==> src/rtl/switch_conditioner_if.sv <==
// Switch conditioner bus: raw switch inputs and acknowledge in, conditioned levels/strobes/events out.
// Pure signal bundle; no storage, no latency of its own.
// No backpressure: all outputs are levels or single-cycle pulses.
interface switch_conditioner_if #(
  parameter int WIDTH = 8
);
  logic [WIDTH-1:0] sw_raw;
  logic             ack;
  logic [WIDTH-1:0] sw_clean;
  logic [WIDTH-1:0] sw_rise;
  logic [WIDTH-1:0] sw_fall;
  logic [WIDTH-1:0] event_bits;
  logic             event_pending;

  // Board/driver side: presents raw switches and acknowledge, observes results.
  modport master (
    output sw_raw,
    output ack,
    input  sw_clean,
    input  sw_rise,
    input  sw_fall,
    input  event_bits,
    input  event_pending
  );

  // Conditioner side.
  modport slave (
    input  sw_raw,
    input  ack,
    output sw_clean,
    output sw_rise,
    output sw_fall,
    output event_bits,
    output event_pending
  );
endinterface

==> src/rtl/switch_conditioner.sv <==
// Synchronizes and debounces raw board switches; emits rise/fall strobes and sticky change events.
// Latency: raw change sampled at edge k is visible on sw_clean at edge k+1+DEBOUNCE_CYCLES.
// No backpressure: event_bits is held until ack; a new event coincident with ack is kept.
module switch_conditioner #(
  parameter int WIDTH           = 8,
  parameter int DEBOUNCE_CYCLES = 16,
  parameter int CNT_W           = 16
) (
  input  logic                 clk,
  input  logic                 reset,
  switch_conditioner_if.slave  sw_if
);

  // Counter value at which a held difference is finally accepted.
  localparam logic [CNT_W-1:0] CNT_LAST = CNT_W'(DEBOUNCE_CYCLES - 1);
  localparam logic [CNT_W-1:0] CNT_ONE  = CNT_W'(1);

  logic [WIDTH-1:0] sync1_q, sync1_d;
  logic [WIDTH-1:0] sync2_q, sync2_d;
  logic [WIDTH-1:0] clean_q, clean_d;
  logic [WIDTH-1:0] rise_q,  rise_d;
  logic [WIDTH-1:0] fall_q,  fall_d;
  logic [WIDTH-1:0] event_q, event_d;
  logic [CNT_W-1:0] cnt_q [WIDTH];
  logic [CNT_W-1:0] cnt_d [WIDTH];

  // Two-flop synchronizer chain; only sync2 is trusted downstream.
  always_comb begin
    sync1_d = sw_if.sw_raw;
    sync2_d = sync1_q;
  end

  // Per-bit stability counters: count cycles that sync2 disagrees with the accepted level,
  // restart on any agreement, and accept the new level when the count completes.
  always_comb begin
    clean_d = clean_q;
    rise_d  = '0;
    fall_d  = '0;
    for (int i = 0; i < WIDTH; i++) begin
      cnt_d[i] = '0;
      if (sync2_q[i] != clean_q[i]) begin
        if (cnt_q[i] == CNT_LAST) begin
          clean_d[i] = sync2_q[i];
          rise_d[i]  = sync2_q[i];
          fall_d[i]  = ~sync2_q[i];
        end else begin
          cnt_d[i] = cnt_q[i] + CNT_ONE;
        end
      end
    end
  end

  // Sticky events: ack clears old history, but anything accepted this cycle survives.
  always_comb begin
    event_d = (sw_if.ack ? '0 : event_q) | rise_d | fall_d;
  end

  // Synchronizer flops.
  always_ff @(posedge clk or negedge reset) begin
    if (!reset) begin
      sync1_q <= '0;
      sync2_q <= '0;
    end else begin
      sync1_q <= sync1_d;
      sync2_q <= sync2_d;
    end
  end

  // Debounce counters; cleared by reset so a mid-debounce reset restarts counting from zero.
  always_ff @(posedge clk or negedge reset) begin
    if (!reset) begin
      for (int i = 0; i < WIDTH; i++) begin
        cnt_q[i] <= '0;
      end
    end else begin
      for (int i = 0; i < WIDTH; i++) begin
        cnt_q[i] <= cnt_d[i];
      end
    end
  end

  // Accepted levels, registered strobes and sticky event bits.
  always_ff @(posedge clk or negedge reset) begin
    if (!reset) begin
      clean_q <= '0;
      rise_q  <= '0;
      fall_q  <= '0;
      event_q <= '0;
    end else begin
      clean_q <= clean_d;
      rise_q  <= rise_d;
      fall_q  <= fall_d;
      event_q <= event_d;
    end
  end

  assign sw_if.sw_clean      = clean_q;
  assign sw_if.sw_rise       = rise_q;
  assign sw_if.sw_fall       = fall_q;
  assign sw_if.event_bits    = event_q;
  assign sw_if.event_pending = |event_q;

endmodule

==> src/flat_wrapper.sv <==
// flat-port wrapper written by rule: the top's interface ports become plain ports
module switch_conditioner_flat 
#(
  parameter int WIDTH           = 8,
  parameter int DEBOUNCE_CYCLES = 16,
  parameter int CNT_W           = 16
)
  (clk, reset, sw_if_sw_raw, sw_if_ack, sw_if_sw_clean, sw_if_sw_rise, sw_if_sw_fall, sw_if_event_bits, sw_if_event_pending);
  switch_conditioner_if #(.WIDTH(WIDTH)) sw_if_i ();
  input  logic clk;
  input  logic reset;
  input wire logic [$bits(sw_if_i.sw_raw)-1:0] sw_if_sw_raw;
  input wire logic [$bits(sw_if_i.ack)-1:0] sw_if_ack;
  output wire logic [$bits(sw_if_i.sw_clean)-1:0] sw_if_sw_clean;
  output wire logic [$bits(sw_if_i.sw_rise)-1:0] sw_if_sw_rise;
  output wire logic [$bits(sw_if_i.sw_fall)-1:0] sw_if_sw_fall;
  output wire logic [$bits(sw_if_i.event_bits)-1:0] sw_if_event_bits;
  output wire logic [$bits(sw_if_i.event_pending)-1:0] sw_if_event_pending;
  assign sw_if_i.sw_raw = sw_if_sw_raw;
  assign sw_if_i.ack = sw_if_ack;
  assign sw_if_sw_clean = sw_if_i.sw_clean;
  assign sw_if_sw_rise = sw_if_i.sw_rise;
  assign sw_if_sw_fall = sw_if_i.sw_fall;
  assign sw_if_event_bits = sw_if_i.event_bits;
  assign sw_if_event_pending = sw_if_i.event_pending;
  switch_conditioner #(.WIDTH(WIDTH), .DEBOUNCE_CYCLES(DEBOUNCE_CYCLES), .CNT_W(CNT_W)) u_core (.clk(clk), .reset(reset), .sw_if(sw_if_i));
endmodule
==> config.mk <==
export PLATFORM = sky130hd
export DESIGN_NAME = switch_conditioner_flat
export DESIGN_NICKNAME = d
export VERILOG_FILES = /design/src/rtl/switch_conditioner_if.sv /design/src/rtl/switch_conditioner.sv /design/src/flat_wrapper.sv
export SDC_FILE = /design/constraint.sdc
export NUM_CORES = 1
export LEC_CHECK = 0
export CAP_MARGIN = 20
export CORE_MARGIN = 2
export CORE_UTILIZATION = 25
export CTS_BUF_LIST = sky130_fd_sc_hd__clkbuf_4
export CTS_CLUSTER_SIZE = 12
export DETAILED_ROUTE_END_ITERATION = 6
export GPL_TIMING_DRIVEN = 0
export HOLD_SLACK_MARGIN = 0.06
export PLACE_DENSITY_LB_ADDON = 0.15
export SLEW_MARGIN = 20
export SYNTH_ARGS = -nofsm -noshare
export SYNTH_HDL_FRONTEND = slang
export SYNTH_SLANG_ARGS = --single-unit
==> constraint.sdc <==
create_clock -name clk -period 4.1 [get_ports clk]
set_input_delay 1.025 -clock clk [delete_from_list [all_inputs] [get_ports clk]]
set_output_delay 1.025 -clock clk [all_outputs]
set_load 0.01 [all_outputs]
==> results.yml <==
setup_path:
  crit_path_cell_trace: "nor4_1 -> nand2_1 -> clkdlybuf4s50_1"
  slowest_stage: "clkdlybuf4s50_1"
  slowest_delay_ns: 0.51
  worstSetupEndpointType: "output pin"
  worstSetupPathType: "flop to output pin"
  start_kind: "flop"
  cp.required_ns: 3.07
  path_max_fanout: 3
  cp.arrival_ns: 2.11
layout:
  multiInputGateArea_um2: 3300
  seqCellArea_um2: 4400
  layout.nets: 816
  post-route-util_pct: 29.6
  drive_gt1_share_pct: 6.42
  syn2layout_area_growth_pct: 16.1
  fill_cells: 3213
synth:
  synth_top_area_cell: "dfrtp_1"
  synth_seq_cells: 176
  synth_warnings: 0
  synth.most_common_cell: "dfrtp_1"
  seq_area_frac_synth_pct: 56.4
  synth_edf_count: 0
  syn_nets: 753
  netlist_top_cells_count: "176 x dfrtp_1, 128 x nor2_1, 78 x xnor2_1"
  syn_area_per_cell_um2: 10.6
  netlist.area_leader.share_pct: 56.4
  ys.flop_type: "dfrtp_1"
  yosysUniqueCellTypes: 30
  synthArstFlopShare_pct: 100
  synth_area_leaders: "dfrtp_1 56%, xnor2_1 8.7%, nor2_1 6.1%"
  syn-cell-area_um2: 7810
  synth_cells: 734
place:
  place_ws_ns: 1.55
  gp_congestion: 0.726
  portBuffers: 42
  dpl.hpwl_mm: 11.5
drt:
  wl_per_cell_um: 14.0
  via_count: 5409
  viasPerCell: 4.48
  first_iter_violations: 300
  drtPass1Iterations: 4
  drc: 0
  antenna_left: 0
  routed_wl_mm: 16.9
power_and_ir_drop:
  ir_drop_uv: 190
  powerDensity_nw_per_um2: 323
  p_leak_uw: 0.00369
floorplanning:
  num_rows: 64
  dieArea_um2: 32700
  core_um2: 30700
  start_util_pct: 25.5
  die_w_um: 181
  ios: 44
  die_h_um: 181
timing:
  slew-limit-headroom_pct: 48.4
  whs_ns: 0.324
  post-route-period-util_pct: 76.4
  max_freq_mhz: 319
  hold_viol_final: 0
  slew_viol_final: 0
  finClkSkew_ns: 0.0254
  rsz0062_at_grt: "false"
  worst_pin_slew_ns: 0.775
  fin_ws_ns: 0.969
  finalSetupViolCount: 0
  post-route-min-period_ns: 3.13
clock_network:
  cts_sinks: 176
  clock_path_buffers: 2
  clock_latency_ns: 0.59
  ctsHoldBuffers: 0
  post_cts_resized: 0
  post-cts-setup-buffer-count: 0
  clockRootBuffer: "clkbuf_4"
  cts.htree.levels: 4
  clk_pin_slew_ns: 0.16
  numCtsBuffers: 17
  tritoncts: "done"
global_routing:
  grt_overflow: 0
  track_usage_pct: 11.0
  grt_pass1_wl_mm: 29.4
  antenna_found_initial: 1
  grt_pass1_vias: 5612
  grt_max_degree: 71
status:
  status: "finished clean"
run:
  cap_violations: 0
worst_hold_path:
  hold_path_class: "input port to asynchronous set/reset pin"
cells by family (layout without fill, tap and decap cells):
group	count (synthesis)	in the layout	share of synthesized area (%)
AOI/OAI and AO/OA	18	18	1.44
xor gates and xnor gates	122	122	13.7
adders and majority gates	8	8	1.28
buffers and inverters	30	106	1.44
DFF	176	176	56.4
muxes	9	9	1.28
other	0	1	0
and+or+nand+nor	371	371	24.5
report_power, final:
group,internal [µW],leakage [µW],total (µW),switching [µW]
combinational,40.1,0.00113,116,76.3
sequential,1760,0.00240,1790,30.1
clock,332,0.000153,1020,683
total,2140,0.00369,2930,790
worst paths after layout:
| path | slack [ns] | from | end | cells after the start |
|---|---|---|---|---|
| setup / recovery | 0.97 | u_core.sw_if.event_bits[5] | sw_if_event_pending | 3 |
| hold / removal | 0.32 | reset | u_core.cnt_q[23] | 1 |
| setup reg to reg | 1.97 | u_core.cnt_q[117] | u_core.cnt_q[124] | 5 |
| hold reg to reg | 0.37 | u_core.sync1_q[4] | u_core.sync2_q[4] | 0 |
| max in group asynchronous | 3.06 | reset | u_core.sw_if.event_bits[0] | 2 |
| min in group clk | 0.37 | u_core.sync1_q[4] | u_core.sync2_q[4] | 0 |
state kept, by name (all words and copies together), names as in the netlist:
name and cells:
u_core.sync2_q 8, u_core.sync1_q 8, u_core.sw_if.sw_fall 8, u_core.sw_if.sw_rise 8, u_core.sw_if.sw_clean 8, u_core.sw_if.event_bits 8, u_core.cnt_q 128
layout by cell type, fill, tap and decap left out, drive strengths merged, types with 12 or more instances in the layout:
master	n
dfrtp	176
nor2	128
xnor2	78
nor4	46
xor2	44
nand2	43
clkdlybuf4s50	41
nand4	41
nand3	34
inv	30
clkbuf	27
nor3	24
and3	19
nor3b	16
and4	12
worst max-delay path: cells and delay by family, from the launching register on:
kind | cells | cell delay [ns]
simple gates | 2 | 0.53
buf+inv | 1 | 0.51
flops | 1 | 0.49
layer usage:
metal  global-route usage (%)  vias up  share of wire [%]
li1                         -     2690                  -
met1                     15.6     2650                 51
met2                     16.8       56                 45
met3                     2.38       13                2.5
met4                     3.42        0                1.4
met5                        0        -                  0
area by class of cell:
type | instances | area share [%]
multi-input cells | 528 | 36.3
repair buffers | 44 | 5.30
plain buffers | 10 | 0.414
clock inverters | 14 | 1.59
well taps | 396 | 5.46
flip-flops and latches | 176 | 48.6
inverters | 20 | 0.828
clock buffers | 18 | 1.49
diodes | 1 | 0.0276
per-stage QoR:
stage                     instances  cell area (µm²)  total power [µW]  TNS [ns]
after floorplan                 734             7810              1870         0
after global placement         1172             8730              1940  -1051.32
after detailed placement       1174             8790              1950         0
after CTS                      1206             9070              3000         0
after global routing           1207             9070              3090         0
final                          1207             9070              2930         0
No activity file was read; power rests on OpenSTA's default activity.
